$ cat config.mk
export PLATFORM = sky130hd
export DESIGN_NAME = msx_mouse_port_flat
export DESIGN_NICKNAME = d
export VERILOG_FILES = /design/src/rtl/msx_mouse_pkg.sv /design/src/rtl/msx_mouse_port_if.sv /design/src/rtl/msx_mouse_port.sv /design/src/flat_wrapper.sv
export SDC_FILE = /design/constraint.sdc
export NUM_CORES = 1
export LEC_CHECK = 0
export ABC_AREA = 1
export BUFFER_PORTS_ARGS = -buffer_cell sky130_fd_sc_hd__buf_4
export CORE_MARGIN = 3
export CORE_UTILIZATION = 50
export CTS_CLUSTER_DIAMETER = 200
export CTS_CLUSTER_SIZE = 12
export DETAILED_ROUTE_END_ITERATION = 6
export HOLD_SLACK_MARGIN = 0.02
export PLACE_DENSITY_LB_ADDON = 0.05
export SLEW_MARGIN = 10
export SYNTH_ARGS = -nofsm -noshare
export SYNTH_HDL_FRONTEND = slang
export SYNTH_SLANG_ARGS = --single-unit
$ cat constraint.sdc
create_clock -name clk_sys -period 6.2 [get_ports clk_sys]
set_clock_uncertainty 0.1 [all_clocks]
set_input_delay 1.55 -clock clk_sys [delete_from_list [all_inputs] [get_ports clk_sys]]
set_output_delay 1.55 -clock clk_sys [all_outputs]
set_load 0.02 [all_outputs]
$ cat src/rtl/msx_mouse_pkg.sv
// msx_mouse_pkg: phase type, HPS packet bit positions and saturation helpers
package msx_mouse_pkg;

    typedef enum logic [1:0] {P_XH, P_XL, P_YH, P_YL} phase_t;

    localparam int PKT_TOG = 24;
    localparam int Y_MSB   = 23;
    localparam int Y_LSB   = 16;
    localparam int X_MSB   = 15;
    localparam int X_LSB   = 8;
    localparam int Y_SIGN  = 5;
    localparam int X_SIGN  = 4;
    localparam int BTN_R   = 1;
    localparam int BTN_L   = 0;

    function automatic int sat_add(input int a, input int b, input int w);
        int lim, s;
        lim = (1 << (w - 1)) - 1;
        s = a + b;
        return s > lim ? lim : s < -lim ? -lim : s;
    endfunction

    function automatic logic [7:0] clamp8(input int v);
        return 8'(sat_add(v, 0, 8));
    endfunction

endpackage

$ cat src/rtl/msx_mouse_port_if.sv
// msx_mouse_port_if: HPS mouse packet in, MSX joystick-port strobe and pins
interface msx_mouse_port_if;
    logic [24:0] ps2_mouse;
    logic        strobe;
    logic [5:0]  data;
    modport master (output ps2_mouse, output strobe, input data);
    modport slave  (input ps2_mouse, input strobe, output data);
endinterface

$ cat src/rtl/msx_mouse_port.sv
// msx_mouse_port: PS/2 mouse packets to MSX port nibble protocol with saturating accumulators
module msx_mouse_port import msx_mouse_pkg::*; #(
    parameter int TIMEOUT_CYC = 32000,
    parameter int ACC_W       = 10
) (
    input logic             clk_sys,
    input logic             reset,
    msx_mouse_port_if.slave port
);
    localparam int CNT_W = $clog2(TIMEOUT_CYC + 1);

    phase_t                  phase, phase_nx;
    logic signed [ACC_W-1:0] acc_x, acc_y, acc_x_nx, acc_y_nx;
    logic signed [7:0]       snap_x, snap_y;
    logic [CNT_W-1:0]        idle;
    logic                    pkt_q, strobe_q, btn_l, btn_r;
    logic                    pkt, strb_edge, leave, timeout;
    logic [3:0]              nib;
    int                      dx, dy, sub_x, sub_y;

    always_comb begin
        pkt       = port.ps2_mouse[PKT_TOG] ^ pkt_q;
        strb_edge = port.strobe ^ strobe_q;
        timeout   = idle == CNT_W'(TIMEOUT_CYC);
        leave     = strb_edge && phase == P_XH;
        phase_nx  = strb_edge ? phase_t'(phase + 2'd1) : timeout ? P_XH : phase;
        dx        = pkt ? int'($signed({port.ps2_mouse[X_SIGN], port.ps2_mouse[X_MSB:X_LSB]})) : 0;
        dy        = pkt ? int'($signed({port.ps2_mouse[Y_SIGN], port.ps2_mouse[Y_MSB:Y_LSB]})) : 0;
        sub_x     = leave ? int'(snap_x) : 0;
        sub_y     = leave ? int'(snap_y) : 0;
        // MSX X grows leftwards, so PS/2 X is subtracted; snapshot and packet fold into one saturation
        acc_x_nx  = ACC_W'(sat_add(int'(acc_x) - sub_x, -dx, ACC_W));
        acc_y_nx  = ACC_W'(sat_add(int'(acc_y) - sub_y, dy, ACC_W));
        nib       = phase == P_XH ? snap_x[7:4] : phase == P_XL ? snap_x[3:0] :
                    phase == P_YH ? snap_y[7:4] : snap_y[3:0];
    end

    always_ff @(posedge clk_sys) begin
        pkt_q    <= port.ps2_mouse[PKT_TOG];
        strobe_q <= port.strobe;
        if (reset) begin
            phase     <= P_XH;
            acc_x     <= '0;
            acc_y     <= '0;
            snap_x    <= '0;
            snap_y    <= '0;
            idle      <= '0;
            btn_l     <= 1'b0;
            btn_r     <= 1'b0;
            port.data <= 6'b11_0000;
        end else begin
            phase     <= phase_nx;
            idle      <= strb_edge ? '0 : timeout ? idle : idle + 1'b1;
            acc_x     <= acc_x_nx;
            acc_y     <= acc_y_nx;
            if (phase == P_XH && !strb_edge) begin
                snap_x <= clamp8(int'(acc_x));
                snap_y <= clamp8(int'(acc_y));
            end
            if (pkt) begin
                btn_l <= port.ps2_mouse[BTN_L];
                btn_r <= port.ps2_mouse[BTN_R];
            end
            port.data <= {~btn_r, ~btn_l, nib};
        end
    end

endmodule

$ cat src/flat_wrapper.sv
// flat-port wrapper written by rule: the top's interface ports become plain ports
module msx_mouse_port_flat import msx_mouse_pkg::*;
#(
    parameter int TIMEOUT_CYC = 32000,
    parameter int ACC_W       = 10
)
  (clk_sys, reset, port_ps2_mouse, port_strobe, port_data);
  msx_mouse_port_if port_i ();
  input logic clk_sys;
  input logic reset;
  input wire logic [$bits(port_i.ps2_mouse)-1:0] port_ps2_mouse;
  input wire logic [$bits(port_i.strobe)-1:0] port_strobe;
  output wire logic [$bits(port_i.data)-1:0] port_data;
  assign port_i.ps2_mouse = port_ps2_mouse;
  assign port_i.strobe = port_strobe;
  assign port_data = port_i.data;
  msx_mouse_port #(.TIMEOUT_CYC(TIMEOUT_CYC), .ACC_W(ACC_W)) u_core (.clk_sys(clk_sys), .reset(reset), .port(port_i));
endmodule
# ---- Word level (Yosys, flattened, before mapping)
# Index checks and enable logic that the tools add are counted.
dict set report op_classes {
  n_shift 0
  mux 17
  add_sub_neg 7
  mul 0
  bitwise_logic 4
  n_reduce_logical 8
  div 0
  order_cmp 8
  n_eq_ne 3
}
# operator n
set ops {}
lappend ops {{two-way mux 32 bit} 4}
lappend ops {{adder 32 bit} 2}
lappend ops {{greater-than comparator 32 x 10 -> 1 bit, second input constant} 2}
lappend ops {{< comparator 32 x 10 -> 1 bit, second input constant} 2}
lappend ops {{subtractor 10 x 32 -> 32 bit} 2}
lappend ops {{two-way mux 8 bit} 4}
lappend ops {{negator 32 bit} 1}
lappend ops {{greater-than comparator 10 x 8 -> 1 bit, second input constant} 2}
lappend ops {{< comparator 10 x 8 -> 1 bit, second input constant} 2}
lappend ops {{two-way mux 10 bit} 2}
lappend ops {{two-way mux 9 bit} 2}
lappend ops {{adder 15 x 1 -> 15 bit, second input constant} 1}
lappend ops {{equality test 15 bit, second input constant} 1}
lappend ops {{two-way mux 4 bit} 3}
lappend ops {{OR reduction 2 bit} 3}
lappend ops {{two-way mux 2 bit} 2}
lappend ops {{adder 2 x 1 -> 2 bit, second input constant} 1}
lappend ops {{equality test 2 x 1 -> 1 bit, second input constant} 1}
lappend ops {{equality test 2 bit, second input constant} 1}
lappend ops {{logical AND 1 bit} 2}
lappend ops {{logical NOT 2 bit} 1}
lappend ops {{inverter 1 bit} 2}
lappend ops {{nonzero test 2 bit} 1}
lappend ops {{XOR 1 bit} 2}
lappend ops {{logical NOT 1 bit} 1}
dict set report word_totals {
  reg_bits 63
  mem_bits_rw 0
  romBits 0
  out_inout_bits 6
  memories 0
  latch_bits 0
  in_bits 28
}

# ---- Depth between registers and ports, before layout
dict set report logic_depth {
  word_depth 8
  mapped_depth 28
  mapped_depth_nobuf 28
}

# ---- Worst setup path after synthesis
# OpenSTA, ideal clock, no wires.
dict set report synth_path {
  path_kind {input to register}
  start {input port port_strobe}
  end {register u_core.acc_x[0]}
  path_stages 24
  setup_ns 0.110
  path_buffers 0
  arrival_ns 5.629
  setup_slack_ns 0.361
  t_required_ns 5.990
  cell_sequence {or2_2 > nand2_2 > nor2_1 > clkinv_1 > nor2_1 > fa_1 > inv_1 > ha_1 > inv_1 > nand2_1 > inv_1 > fa_1 > nor2_2 > nand2_1 > a31oi_1 > a2111oi_0 > fa_1 > or2_2 > nor4_1 > nand4_1 > o21ai_4 > nand3_1 > nand2_1 > inv_1}
}
dict set report synth_between {
  elab_chain_len 8
  elab_cells_between_ends 9
  classes_between {add/sub (2); order compare (2); mux (3); bitwise (1); reduce/logical (1)}
}
# element line_no
set synth_rtl {}
lappend synth_rtl {{start, declared} flat_wrapper.sv:12} ;# input wire logic [$bits(port_i.strobe)-1:0] port_strobe;
lappend synth_rtl {{XOR 1 bit *} msx_mouse_port.sv:23} ;# strb_edge = port.strobe ^ strobe_q;
lappend synth_rtl {{logical AND 1 bit *} msx_mouse_port.sv:25} ;# leave = strb_edge && phase == P_XH;
lappend synth_rtl {{two-way mux 32 bit *} msx_mouse_port.sv:29} ;# sub_x = leave ? int'(snap_x) : 0;
lappend synth_rtl {{subtractor 10 x 32 -> 32 bit *} msx_mouse_port.sv:32} ;# acc_x_nx = ACC_W'(sat_add(int'(acc_x) - sub_x, -dx, ACC_W));
lappend synth_rtl {{adder 32 bit *} msx_mouse_pkg.sv:19} ;# s = a + b;
lappend synth_rtl {{< comparator 32 x 10 -> 1 bit} msx_mouse_pkg.sv:20} ;# return s > lim ? lim : s < -lim ? -lim : s;
lappend synth_rtl {{two-way mux 10 bit} msx_mouse_pkg.sv:20}
lappend synth_rtl {{two-way mux 9 bit *} msx_mouse_pkg.sv:20}
lappend synth_rtl {{end signal, assigned} msx_mouse_port.sv:54} ;# acc_x <= acc_x_nx;
lappend synth_rtl {{end, declared} msx_mouse_port.sv:13} ;# logic signed [ACC_W-1:0] acc_x, acc_y, acc_x_nx, acc_y_nx;
# Every way passes the cells marked *; elsewhere a longest branch is shown, timed or not.
# A chain may end at the register's enable or synchronous reset.

# ---- Worst setup path in the final report
# Ends and elaborated chain as after synthesis.

==> impl_metrics.csv <==
group,metric,value,unit
placement,place_ws,-0.0269,ns
layout,final_cell_mix,"197 x nand2_1, 160 x inv_1, 81 x nor2_1",
layout,multiInputGateArea,3230,sq um
worst_setup_path,crit_type,"input pin to flop",
detailed_routing,wl_met3,243,um
pwr,clkPwrFrac,0.112,
sta,hold_viol,0,
worst_setup_path,crit_path_end_kind,"flop",
global_route,antenna_found_initial,0,
sta,worst_pin_slew,0.558,ns
clock_network,clockBufferDepth,2,
detailed_routing,viasPerCell,4.97,
synthesis,ys_seq_area_frac,0.246,
sta,rsz0062_at_grt,"no",
worst_setup_path,startpoint_type,"input pin",
placement,dpl.hpwl,9.78,mm
detailed_routing,wl_per_cell,12.4,um
die,pin_count,34,
die,initial_core_util,0.520,
detailed_routing,totalWireLength,11.9,mm
layout,area_delta_synth_final,12.4,%
hold_path,whs_path_depth,1,
pwr,cellPowerDensity,544,nW/um^2
pwr,p_seq_frac,0.179,
placement,port_buffers,29,
global_route,grt_start_max_net_pins,36,
synthesis,syn-cell-area,5130,sq um
detailed_routing,wl_met2,6.02,mm
pwr,irDropWorstVdd,0.000326,V
job,cap_violations,0,
clock_network,clk_latency,0.35,ns
layout,nets,914,
worst_setup_path,rrSetupSlack,0.92,ns
clock_network,cts_setup_buffers,0,
sta,fin_ws,0.317,ns
sta,setup_viol_count_final,0,
hold_path,hold_end,"u_core.port.data[4]$_SDFF_PP1_",
pwr,p_comb_frac,0.709,
global_route,grt_pass1_wl,20.2,mm
synthesis,synthCells,779,
worst_setup_path,critPathMaxFanout,10,
die,core_area,9860,sq um
synthesis,ys_warn_count,0,
pwr,power_switching,1.63,mW
pwr,p_int,1.51,mW
hold_path,hp-start,"u_core.btn_l$_SDFFE_PP0N_",
clock_network,h-tree-depth,3,
clock_network,cts_resized,0,
placement,dpl-instance-area,5580,sq um
worst_setup_path,arrival,6.03,ns
detailed_routing,drc_errors,0,
detailed_routing,vias,4778,
worst_setup_path,r2r_start,"u_core.phase[0]$_SDFFE_PP0P_",
layout,design_area,5760,sq um
worst_setup_path,worstRegToRegCells,26,
pwr,p_sw_frac,0.519,
layout,drive_above_1_share,0.0929,
outcome,status,"finished clean",
die,fp.dieW,107,um
sta,finalCritPeriodShare,0.949,
worst_setup_path,critical_path.reg2reg.endpoint,"u_core.acc_x[0]$_SDFF_PP0_",
layout,insertedDiodeCount,0,
layout,fill_cells,969,
detailed_routing,route.layer.met1.wl,5.46,mm
sta,slew_headroom,0.625,
synthesis,ys_seq_elements,63,
hold_path,hp-class,"flop to flop",
sta,slew_viol_final,0,
die,dieArea,11500,sq um
clock_network,clk_pin_slew_worst_paths,0.08,ns
die,dieHeight,107,um
detailed_routing,drt_iter0_drc,232,
layout,register_area,1260,sq um
synthesis,avgSynthCellArea,6.58,sq um
worst_setup_path,worst_ep_required_time,6.35,ns
layout,final_common_cell,"nand2_1",
detailed_routing,ant_nets,0,
global_route,overflow,0,
die,rows,36,
pwr,p_total,3.13,mW
worst_setup_path,crit_start,"port_strobe",
clock_network,numCtsBuffers,9,
clock_network,hold_buffers,0,
sta,max_clock_freq,170,MHz
global_route,grt_pass1_vias,4649,
synthesis,yosysUniqueCellTypes,33,
placement,gp_congestion,0.873,
detailed_routing,highest_layer,"met4",
clock_network,tritoncts,"built",
synthesis,syn-num-nets,869,
sta,fin_crit,5.88,ns
layout,fin_cells,962,
pwr,p_leak,2.81,nW
clock_network,clk_root_buffer_cell,"clkbuf_8",
detailed_routing,firstDrtPassIters,4,
clock_network,numClockSinks,63,
global_route,grtUsageTotal,0.218,
placement,place_inst,946,
-- cells in the mapped netlist --
cell type	n	area share
a2111oi_0	1	0.0017
a211oi_1	1	0.0015
a21oi_1	56	0.055
a21oi_2	6	0.010
a221oi_1	1	0.0017
a31oi_1	5	0.0061
and2_1	2	0.0024
clkbuf_1	7	0.0051
clkinv_1	1	0.00073
dfxtp_1	63	0.25
fa_1	32	0.12
ha_1	30	0.073
inv_1	160	0.12
inv_2	2	0.0015
nand2_1	197	0.14
nand2_2	5	0.0061
nand3_1	40	0.039
nand3_2	2	0.0039
nand3b_1	2	0.0029
nand4_1	15	0.018
nor2_1	81	0.059
nor2_2	1	0.0012
nor3_1	10	0.0098
nor3b_1	1	0.0015
nor4_1	7	0.0085
o2111ai_1	2	0.0034
o211ai_1	2	0.0029
o21ai_0	35	0.034
o21ai_1	3	0.0029
o21ai_4	1	0.0032
or2_2	4	0.0049
xnor2_1	1	0.0017
xor2_1	3	0.0051
-- flip-flops by register name, summed over array words and instances (netlist names), 2 cells and up --
register	flops
u_core.snap_x	8
u_core.phase	2
u_core.acc_y	10
u_core.port.data	6
u_core.snap_y	8
u_core.acc_x	10
u_core.idle	15
-- power by group through the flow --
stage	combinational [mW]	sequential (mW)	clock, mW
3_5_place_dp	2.21	0.570	0
5_1_grt	2.58	0.573	0.370
3_3_place_gp	2.13	0.568	0
6_report	2.22	0.561	0.350
4_1_cts	2.22	0.561	0.353
2_1_floorplan	1.72	0.558	0
-- layout make-up --
type | count | share of cell area
tap | 133 | 0.0289
sequential | 63 | 0.219
inverter | 163 | 0.106
timing repair buffer | 41 | 0.0534
clock buffer | 10 | 0.0221
clock inverter | 6 | 0.0106
multi-input combinational | 546 | 0.560
-- worst max-delay path, cell delays in order --
cell       delay, ns
buf_4           0.11
nand2_1         0.07
nand2_2         0.08
nor2_1          0.14
clkinv_1        0.11
nor2_1          0.17
fa_1            0.49
inv_1           0.08
ha_1            0.13
inv_1           0.04
nand2_1         0.10
inv_1           0.06
fa_1            0.41
nor2_2          0.18
nand2_1         0.09
a31oi_1         0.16
a2111oi_0       0.09
buf_4           0.16
fa_1            0.42
or2_2           0.30
nor4_1          0.31
nand4_1         0.20
o21ai_4         0.32
nand3_1         0.13
nand2_1         0.07
inv_1           0.04
-- stage by stage --
step           setup TNS, ns   util  hold slack, ns
6_report                   0  0.584           0.291
5_1_grt                    0  0.584           0.315
4_1_cts                    0  0.584           0.295
3_5_place_dp         -0.0269  0.565           0.278
3_3_place_gp               0  0.565           0.272
2_1_floorplan              0      -           0.267
-- worst max path at each step --
stage	to	slack, ns	cells after the start
floorplan	u_core.acc_x[0]$_SDFF_PP0_	0.36	24
global placement	u_core.acc_x[0]$_SDFF_PP0_	0.06	26
detailed placement	u_core.acc_x[0]$_SDFF_PP0_	-0.03	24
CTS	u_core.acc_x[0]$_SDFF_PP0_	0.33	24
global route	u_core.acc_x[0]$_SDFF_PP0_	0.07	26
finish	u_core.acc_x[0]$_SDFF_PP0_	0.32	26
-- cells by family after synthesis --
logic type	synth area share
flip-flops	0.246
AND/OR/NAND/NOR	0.302
adder cells (fa/ha/maj)	0.198
AO/OA/AOI/OAI	0.123
XOR/XNOR	0.00683
buffers and inverters	0.124
-- per-layer routing --
| layer | GRT usage | up-vias |
|---|---|---|
| li1 | - | 2535 |
| met1 | 0.271 | 2164 |
| met2 | 0.395 | 65 |
| met3 | 0.0276 | 14 |
| met4 | 0.0575 | 0 |
| met5 | 0 | - |
Note: power is estimated with default switching activity, not from simulation.
